**src/rtl/lzc_byte_feeder.sv**
```systemverilog
// Feeds one WIDTH*WORD-bit operand to the leading-zero counter, MSB byte first, one byte per cycle.
// Latency: first byte registered one cycle after the accept edge; next operand is accepted only after LZC_DONE (or timeout) plus one gap cycle.
module lzc_byte_feeder #(
    parameter int WIDTH   = 8,
    parameter int WORD    = 16,
    parameter int TIMEOUT = 64
) (
    input  logic                  clk_i,
    input  logic                  rst_n_i,
    input  logic                  in_valid_i,
    output logic                  in_ready_o,
    input  logic [WIDTH*WORD-1:0] in_data_i,
    input  logic                  in_mode_i,
    input  logic                  lzc_done_i,
    output logic [WIDTH-1:0]      data_o,
    output logic                  ivalid_o,
    output logic                  mode_o,
    output logic                  busy_o,
    output logic                  err_o
);
    localparam int OPW = WIDTH * WORD;
    localparam int CW  = $clog2(WORD) + 1;
    localparam int TW  = $clog2(TIMEOUT + 1);

    typedef enum logic [1:0] {S_IDLE, S_SEND, S_WAIT, S_GAP} state_t;

    state_t           state_q, state_d;
    logic [OPW-1:0]   shreg_q, shreg_d;
    logic [CW-1:0]    cnt_q, cnt_d;
    logic [TW-1:0]    tmr_q, tmr_d, tmr_inc;
    logic [WIDTH-1:0] data_q, data_d;
    logic             ivalid_q, ivalid_d;
    logic             mode_q, mode_d;
    logic             err_q, err_d;

    always_ff @(posedge clk_i or negedge rst_n_i) begin
        if (!rst_n_i) begin
            state_q  <= S_IDLE;
            shreg_q  <= '0;
            cnt_q    <= '0;
            tmr_q    <= '0;
            data_q   <= '0;
            ivalid_q <= 1'b0;
            mode_q   <= 1'b0;
            err_q    <= 1'b0;
        end else begin
            state_q  <= state_d;
            shreg_q  <= shreg_d;
            cnt_q    <= cnt_d;
            tmr_q    <= tmr_d;
            data_q   <= data_d;
            ivalid_q <= ivalid_d;
            mode_q   <= mode_d;
            err_q    <= err_d;
        end
    end

    always_comb begin
        state_d  = state_q;
        shreg_d  = shreg_q;
        cnt_d    = cnt_q;
        tmr_d    = tmr_q;
        data_d   = '0;
        ivalid_d = 1'b0;
        mode_d   = mode_q;
        err_d    = 1'b0;
        tmr_inc  = (tmr_q == TW'(TIMEOUT)) ? tmr_q : tmr_q + 1'b1;

        case (state_q)
            S_IDLE: begin
                // Byte 0 is loaded straight into the output register so it appears on the next cycle.
                if (in_valid_i) begin
                    data_d   = in_data_i[OPW-1 -: WIDTH];
                    ivalid_d = 1'b1;
                    shreg_d  = in_data_i << WIDTH;
                    cnt_d    = CW'(1);
                    mode_d   = in_mode_i;
                    state_d  = S_SEND;
                end
            end
            S_SEND: begin
                // cnt_q counts bytes already driven, including the one visible this cycle.
                if (lzc_done_i) begin
                    state_d = S_GAP;
                end else if (cnt_q == CW'(WORD)) begin
                    tmr_d   = '0;
                    state_d = S_WAIT;
                end else begin
                    data_d   = shreg_q[OPW-1 -: WIDTH];
                    ivalid_d = 1'b1;
                    shreg_d  = shreg_q << WIDTH;
                    cnt_d    = cnt_q + 1'b1;
                end
            end
            S_WAIT: begin
                if (lzc_done_i) begin
                    state_d = S_GAP;
                end else begin
                    tmr_d = tmr_inc;
                    if (tmr_inc == TW'(TIMEOUT)) begin
                        err_d   = 1'b1;
                        state_d = S_GAP;
                    end
                end
            end
            S_GAP: begin
                state_d = S_IDLE;
            end
            default: begin
                state_d = S_IDLE;
            end
        endcase
    end

    assign in_ready_o = (state_q == S_IDLE);
    assign busy_o     = (state_q != S_IDLE);
    assign data_o     = data_q;
    assign ivalid_o   = ivalid_q;
    assign mode_o     = mode_q;
    assign err_o      = err_q;
endmodule

```
**config.mk**
```make
export PLATFORM = sky130hd
export DESIGN_NAME = lzc_byte_feeder
export DESIGN_NICKNAME = d
export VERILOG_FILES = /design/src/rtl/lzc_byte_feeder.sv
export SDC_FILE = /design/constraint.sdc
export NUM_CORES = 1
export LEC_CHECK = 0
export ABC_AREA = 1
export ABC_CLOCK_PERIOD_IN_PS = 3400
export CAP_MARGIN = 20
export CORE_UTILIZATION = 45
export CTS_CLUSTER_SIZE = 16
export DETAILED_ROUTE_END_ITERATION = 16
export PLACE_DENSITY = 0.78
export RECOVER_POWER = 50
export SETUP_SLACK_MARGIN = 0.1
export SLEW_MARGIN = 20
export SYNTH_ARGS = -nofsm -noshare
export SYNTH_HDL_FRONTEND = slang
export SYNTH_SLANG_ARGS = --single-unit
```
**constraint.sdc**
```tcl
create_clock -name clk_i -period 3.4 [get_ports clk_i]
set_input_delay 0.34 -clock clk_i [delete_from_list [all_inputs] [get_ports clk_i]]
set_output_delay 0.34 -clock clk_i [all_outputs]
set_load 0.1 [all_outputs]
```
==> metrics.csv, run 1 <==
stage;metric;value;unit
detailed_routing;postRouteAntennaNets;0;
grt;grt_pass1_wl;26.8;mm
logic_synthesis;seq_area_frac_synth;51.9;%
critical_path;path_buf_inv;3;
pwr;p_per_area;982;nW/µm²
logic_synthesis;avgSynthCellArea;8.59;µm²
clock_network;cts_tree;done;
grt;track_usage;21.2;%
sta;slew_headroom;-11.7;%
sta;setup_violations;0;
logic_synthesis;netlist_instances;814;
detailed_routing;firstDrtPassIters;6;
final_layout;fill_cells;1327;
clock_network;clkSinkCount;145;
final_layout;area_growth;30.6;%
floorplanning;die_w;127;µm
logic_synthesis;yosysTopAreaCellShare;51.9;%
hold_path;min-delay-start;shreg_q[108];
sta;fin_worst_skew;0.00723;ns
place;place.gp.congestion;0.838;
pwr;swShare;41.7;%
grt;antenna_found_initial;0;
critical_path;rrSetupSlack;0.65;ns
floorplanning;core_area;15200;µm²
final_layout;final_common_cell;nand2_1;
clock_network;post-cts-setup-buffer-count;0;
job;cap_violations;1;
place;portBuffers;145;
logic_synthesis;yosys-top-cells-area;dfrtp_1 (52%), o211ai_1 (10%), nand2_1 (8.9%), o21ai_0 (8.1%), inv_1 (7.1%);
grt;grt_overflow;0;
detailed_routing;vias_per_cell;5.15;
critical_path;critical_path.max_stage_delay;0.56;ns
place;dpl_cell_area;8490;µm²
final_layout;stdcell_area;9130;µm²
logic_synthesis;synth_area_leader_cell;dfrtp_1;
clock_network;insertion_delay;0.41;ns
detailed_routing;drc;0;
floorplanning;ioPinCount;146;
pwr;power_frac_seq;31.7;%
critical_path;worstPathMaxFanout;36;
final_layout;final_nets;1071;
pwr;p_leak;4.00;nW
logic_synthesis;async_reset_ff_share;100;%
pwr;p_int;0.00523;W
critical_path;cp_common_cell;inv_1;
final_layout;drive_above_1_share;4.98;%
floorplanning;initial_utilization;46.0;%
grt;grt_pass1_vias;5500;
clock_network;cts_max_level;4;
pwr;peakVddDrop;745;µV
logic_synthesis;syn_nets;954;
logic_synthesis;syn_area;6990;µm²
detailed_routing;wl_met2;7.40;mm
logic_synthesis;synth.distinct_cells;26;
sta;min_period_over_period;81.0;%
critical_path;worst_setup_path_end_kind;flip-flop;
floorplanning;die-area;16000;µm²
hold_path;holdCritPathClass;flip-flop to flip-flop;
critical_path;startpoint_type;flip-flop;
sta;period_needed;2.75;ns
critical_path;crit_required;3.71;ns
logic_synthesis;synthFlopType;dfrtp_1;
clock_network;clk_pin_slew;0.06;ns
sta;max_clock_freq;0.363;GHz
detailed_routing;wl_met3;776;µm
clock_network;cts_made_buffers;17;
place;dpl.hpwl;10.8;mm
pwr;p_comb_share;45.5;%
sta;worstMarginPinSlew;1.68;ns
critical_path;critical-path-slowest-cell;inv_1;
clock_network;cts_buffer_depth;2;
detailed_routing;vias;5825;
pwr;clockPowerShare;22.8;%
sta;grt_setup_unrepaired;no;
floorplanning;dieHeight;127;µm
critical_path;worst-setup-path-type;flip-flop to flip-flop;
critical_path;crit_chain;inv_1 > ha_4 > inv_1 > o21ai_0 > nor2_4 > inv_2 > o31ai_1;
final_layout;layout.cells.most_common_list;nand2_1 (165), dfrtp_1 (145), clkdlybuf4s50_1 (142), inv_1 (133), o21ai_0 (114);
grt;grt_max_degree;222;
final_layout;antennaDiodeCount;0;
sta;hold_violations;0;
detailed_routing;drtIter0Drc;429;
sta;slew_violations;65;
logic_synthesis;yosys_warnings;0;
critical_path;worst-r2r-cell-count;7;
hold_path;min_path_cells;2;
detailed_routing;met1Wirelength;7.56;mm
run_status;status;finished, violations left;
hold_path;hold_path_end;shreg_q[108];
critical_path;timing.rr.start;state_q[1];
pwr;switching_power;0.00374;W
critical_path;r2r-end;shreg_q[109];
logic_synthesis;ys_ff_latch;145;
final_layout;final_util;60.1;%
critical_path;crit_family;buffers and inverters;
detailed_routing;wire_per_inst;14.1;µm
detailed_routing;routed_wirelength;16.0;mm
sta;setup-tns-final;0;ns
clock_network;clockRootBuffer;clkbuf_16;
detailed_routing;dr.max_layer_used;met4;
critical_path;worstPathArrival;3.07;ns
floorplanning;row_count;45;
run_status;violations;max-capacitance violations, max-slew violations;
logic_synthesis;synth_edf_count;0;
-- final cells by class --
class | instances | area [µm²] | share of cell area [%]
Sequential cell | 145 | 3630 | 39.7
Multi-Input combinational cell | 480 | 2560 | 28.0
Timing Repair Buffer | 152 | 1550 | 17.0
Inverter | 135 | 507 | 5.55
Clock buffer | 18 | 439 | 4.81
Tap cell | 188 | 235 | 2.58
Clock inverter | 13 | 210 | 2.30
-- flip-flops by register name (all words and copies together), names as in the netlist --
| register | cells |
|---|---|
| ivalid_o | 1 |
| state_q | 2 |
| shreg_q | 120 |
| cnt_q | 5 |
| err_o | 1 |
| mode_o | 1 |
| tmr_q | 7 |
| data_o | 8 |
-- worst register-to-register path, cell delays in order, from the launching register on --
cell     delay, ns
dfrtp_1       0.39
inv_1         0.11
ha_4          0.18
inv_1         0.56
o21ai_0       0.33
nor2_4        0.43
inv_2         0.35
o31ai_1       0.30
-- synthesized netlist by cell type, types with 2 or more instances --
cell,count
o21ai_0,113
xor2_1,2
buf_6,11
o21ai_1,25
inv_1,132
buf_4,2
inv_2,2
nor2_1,27
dfrtp_1,145
clkbuf_1,27
a32o_1,3
buf_1,3
nand2_1,165
nand3_1,19
a21oi_1,2
o31ai_1,8
o211ai_1,97
nand4_1,4
buf_2,11
o31ai_2,4
ha_1,7
-- stage by stage --
| step | setup WS [ns] | hold WS (ns) | instances | power [W] |
|---|---|---|---|---|
| global placement | 1.13 | 0.383 | 1099 | 0.00681 |
| CTS | 0.999 | 0.467 | 1131 | 0.00905 |
| floorplan | 0.216 | 0.0444 | 814 | 0.00615 |
| global route | 0.411 | 0.487 | 1131 | 0.00971 |
| detailed placement | 1.03 | 0.388 | 1099 | 0.00696 |
| finish | 0.645 | 0.482 | 1131 | 0.00896 |
-- power groups by stage --
stage	Sequential [W]	Combinational, W	Clock, W
floorplan	0.00309	0.00306	0
global placement	0.00284	0.00398	0
detailed placement	0.00286	0.00410	0
CTS	0.00284	0.00413	0.00208
global route	0.00292	0.00463	0.00216
finish	0.00284	0.00408	0.00204
-- metal layers --
layer  track usage [%]  vias to the layer above
li1                  -                     2918
met2              33.1                      165
met5                 0                        -
met1              29.5                     2724
met3              4.60                       18
met4              6.66                        0
-- worst max path at each step --
stage	slack (ns)	endpoint	startpoint	depth (start not counted)
after floorplan	0.22	shreg_q[50]	state_q[0]	9
after global placement	1.13	state_q[0]	state_q[1]	9
after detailed placement	1.03	state_q[1]	state_q[1]	8
after CTS	1.0	state_q[1]	state_q[1]	9
after global routing	0.41	shreg_q[110]	state_q[1]	7
final	0.65	shreg_q[109]	state_q[1]	7
-- repair_timing --
action	CTS	global route
hold buffers	1	0
endpoints found under the hold margin	63	0
resized for setup	0	0
-- logic make-up (layout without fill, tap and decap cells) --
| group | count (synthesis) | after routing | share of synthesized area (%) |
|---|---|---|---|
| compound gates | 254 | 254 | 22.7 |
| xor+xnor | 2 | 2 | 0.251 |
| fa+ha+maj | 7 | 7 | 1.25 |
| buf+inv | 189 | 318 | 11.6 |
| flops | 145 | 145 | 51.9 |
| simple gates | 217 | 217 | 12.3 |
No activity file was read; power rests on OpenSTA's default activity.
==> run 2, diff against run 1 <==
Settings changed: ABC_CLOCK_PERIOD_IN_PS 3400 to 2250, PLACE_DENSITY 0.78 to 0.81.
Clock period 3.4 ns to 2.25 ns, I/O delays scaled along.
==> run 2 against run 1 <==
  * The flow still finishes with violations (max-capacitance violations, max-slew violations)
  * Critical path depth is 3 higher
  * Sequential cell count stayed put
  * Via count is 0.57% higher
  * Largest cell class unchanged
  * Highest routed layer unchanged
  * Core utilization is 0.099 points lower
==> metrics.csv, run 2 (synthesis results as in run 1) <==
stage;metric;value;unit
floorplanning;core_area;15200;µm²
final_layout;fill_cells;1326;
clock_network;ctsResizeCount;0;
critical_path;worst-setup-path-type;flip-flop to flip-flop;
critical_path;worstPathMaxFanout;34;
pwr;clockPowerShare;19.9;%
pwr;p_per_area;1500;nW/µm²
sta;max_clock_freq;0.495;GHz
grt;antenna_found_initial;0;
clock_network;cts_made_buffers;17;
final_layout;area_growth;30.4;%
floorplanning;die-area;16000;µm²
place;placedCellCount;1107;
detailed_routing;wire_per_inst;14.6;µm
sta;min_period_over_period;89.7;%
place;place.gp.congestion;0.780;
floorplanning;ioPinCount;146;
final_layout;final_common_cell;nand2_1;
critical_path;crit_required;2.58;ns
sta;slew_violations;62;
grt;grt_overflow;0;
final_layout;final_nets;1079;
detailed_routing;routed_wirelength;16.6;mm
sta;fin_worst_skew;0.00863;ns
critical_path;rrSetupSlack;0.23;ns
detailed_routing;drc;0;
sta;period_needed;2.02;ns
final_layout;top_register;shreg_q;
detailed_routing;firstDrtPassIters;5;
place;portBuffers;145;
clock_network;cts_buffer_depth;2;
floorplanning;initial_utilization;46.0;%
sta;slew_headroom;-5.30;%
hold_path;min-delay-start;in_mode_i;
pwr;switching_power;0.00578;W
clock_network;insertion_delay;0.41;ns
detailed_routing;vias_per_cell;5.14;
final_layout;antennaDiodeCount;0;
final_layout;largest_register_ffs;120;
clock_network;cts_tree;done;
place;dpl.hpwl;11.4;mm
floorplanning;dieHeight;127;µm
pwr;swShare;42.3;%
pwr;peakVddDrop;1030;µV
critical_path;worstSetupStartpoint;state_q[0];
run_status;status;finished, violations left;
final_layout;final_cells;1139;
critical_path;startpoint_type;flip-flop;
job;cap_violations;1;
clock_network;clkSinkCount;145;
grt;track_usage;21.9;%
critical_path;worst_setup_path_end_kind;flip-flop;
clock_network;clk_pin_slew;0.06;ns
grt;grt_pass1_vias;5729;
sta;grt_setup_unrepaired;no;
sta;hold_violations;0;
critical_path;worstPathArrival;2.35;ns
detailed_routing;vias;5858;
pwr;p_comb_share;48.5;%
detailed_routing;drtIter0Drc;377;
pwr;p_leak;4.02;nW
critical_path;timing.rr.start;state_q[0];
clock_network;cts_max_level;4;
floorplanning;die_w;127;µm
final_layout;layout.cells.most_common_list;nand2_1 (165), dfrtp_1 (145), clkdlybuf4s50_1 (131), inv_1 (129), o211ai_1 (97);
hold_path;holdCritPathClass;input pin to flip-flop;
pwr;p_total;0.0137;W
final_layout;drive_above_1_share;6.52;%
sta;setup_violations;0;
pwr;power_frac_seq;31.6;%
floorplanning;row_count;45;
run_status;violations;max-capacitance violations, max-slew violations;
pwr;p_int;0.00787;W
detailed_routing;postRouteAntennaNets;0;
grt;grt_pass1_wl;27.5;mm
clock_network;clockRootBuffer;clkbuf_16;
sta;hold-worst-slack;0.374;ns
sta;worstMarginPinSlew;1.58;ns
grt;grt_max_degree;114;
run 2: worst max-delay path, stage by stage (launching register included):
cell        delay (ns)
dfrtp_1           0.43
inv_2             0.12
ha_4              0.17
clkinvlp_4        0.11
a21oi_2           0.14
o21ai_2           0.09
nor2_4            0.22
buf_12            0.24
buf_12            0.21
o211ai_1          0.11
o21ai_0           0.09
run 2: area by class of cell:
type,instances,area (µm²),share of cell area [%]
timing repair buffer,160,1600,17.6
sequential,145,3630,39.8
clock buffer,25,485,5.33
clock inverter,6,80.1,0.879
tap,188,235,2.58
inverter,135,510,5.60
multi-input combinational,480,2570,28.2
run 2: what timing repair did:
item | 4_1_cts | 5_1_grt
endpoints found under the hold margin | 59 | 0
buffers inserted | 0 | 0
hold buffers | 1 | 0
run 2: routing by layer:
| layer | global-route usage [%] | up-vias | share of wire, % |
|---|---|---|---|
| met5 | 0 | - | 0 |
| met4 | 6.31 | 0 | 0.96 |
| met3 | 4.56 | 13 | 4.4 |
| met2 | 35.6 | 152 | 48 |
| met1 | 29.6 | 2754 | 47 |
| li1 | - | 2939 | - |
run 2: worst paths after layout:
check | to | cells past startpoint
setup / recovery | shreg_q[29] | 10
hold / removal | mode_o | 3
setup reg to reg | shreg_q[29] | 10
hold reg to reg | shreg_q[110] | 2
max in group asynchronous | shreg_q[20] | 3
min in group asynchronous | shreg_q[34] | 2
run 2: per-stage QoR:
stage / cell area, µm² / util, % / setup slack, ns / setup TNS (ns)
4_1_cts: 9160 / 60.3 / 0.218 / 0
6_report: 9110 / 60.0 / 0.232 / 0
3_3_place_gp: 8590 / 56.5 / 0.310 / 0
3_5_place_dp: 8590 / 56.5 / 0.230 / 0
2_1_floorplan: 7020 / - / -0.200 / -23.39
5_1_grt: 9110 / 60.0 / 0.0799 / 0
run 2: power groups by stage:
stage                     registers [W]  clock network (W)  logic [W]
after floorplan                 0.00468                  0    0.00483
after global routing            0.00442            0.00289    0.00749
after CTS                       0.00431            0.00277    0.00672
after global placement          0.00429                  0    0.00647
after detailed placement        0.00434                  0    0.00666
final                           0.00431            0.00272    0.00663
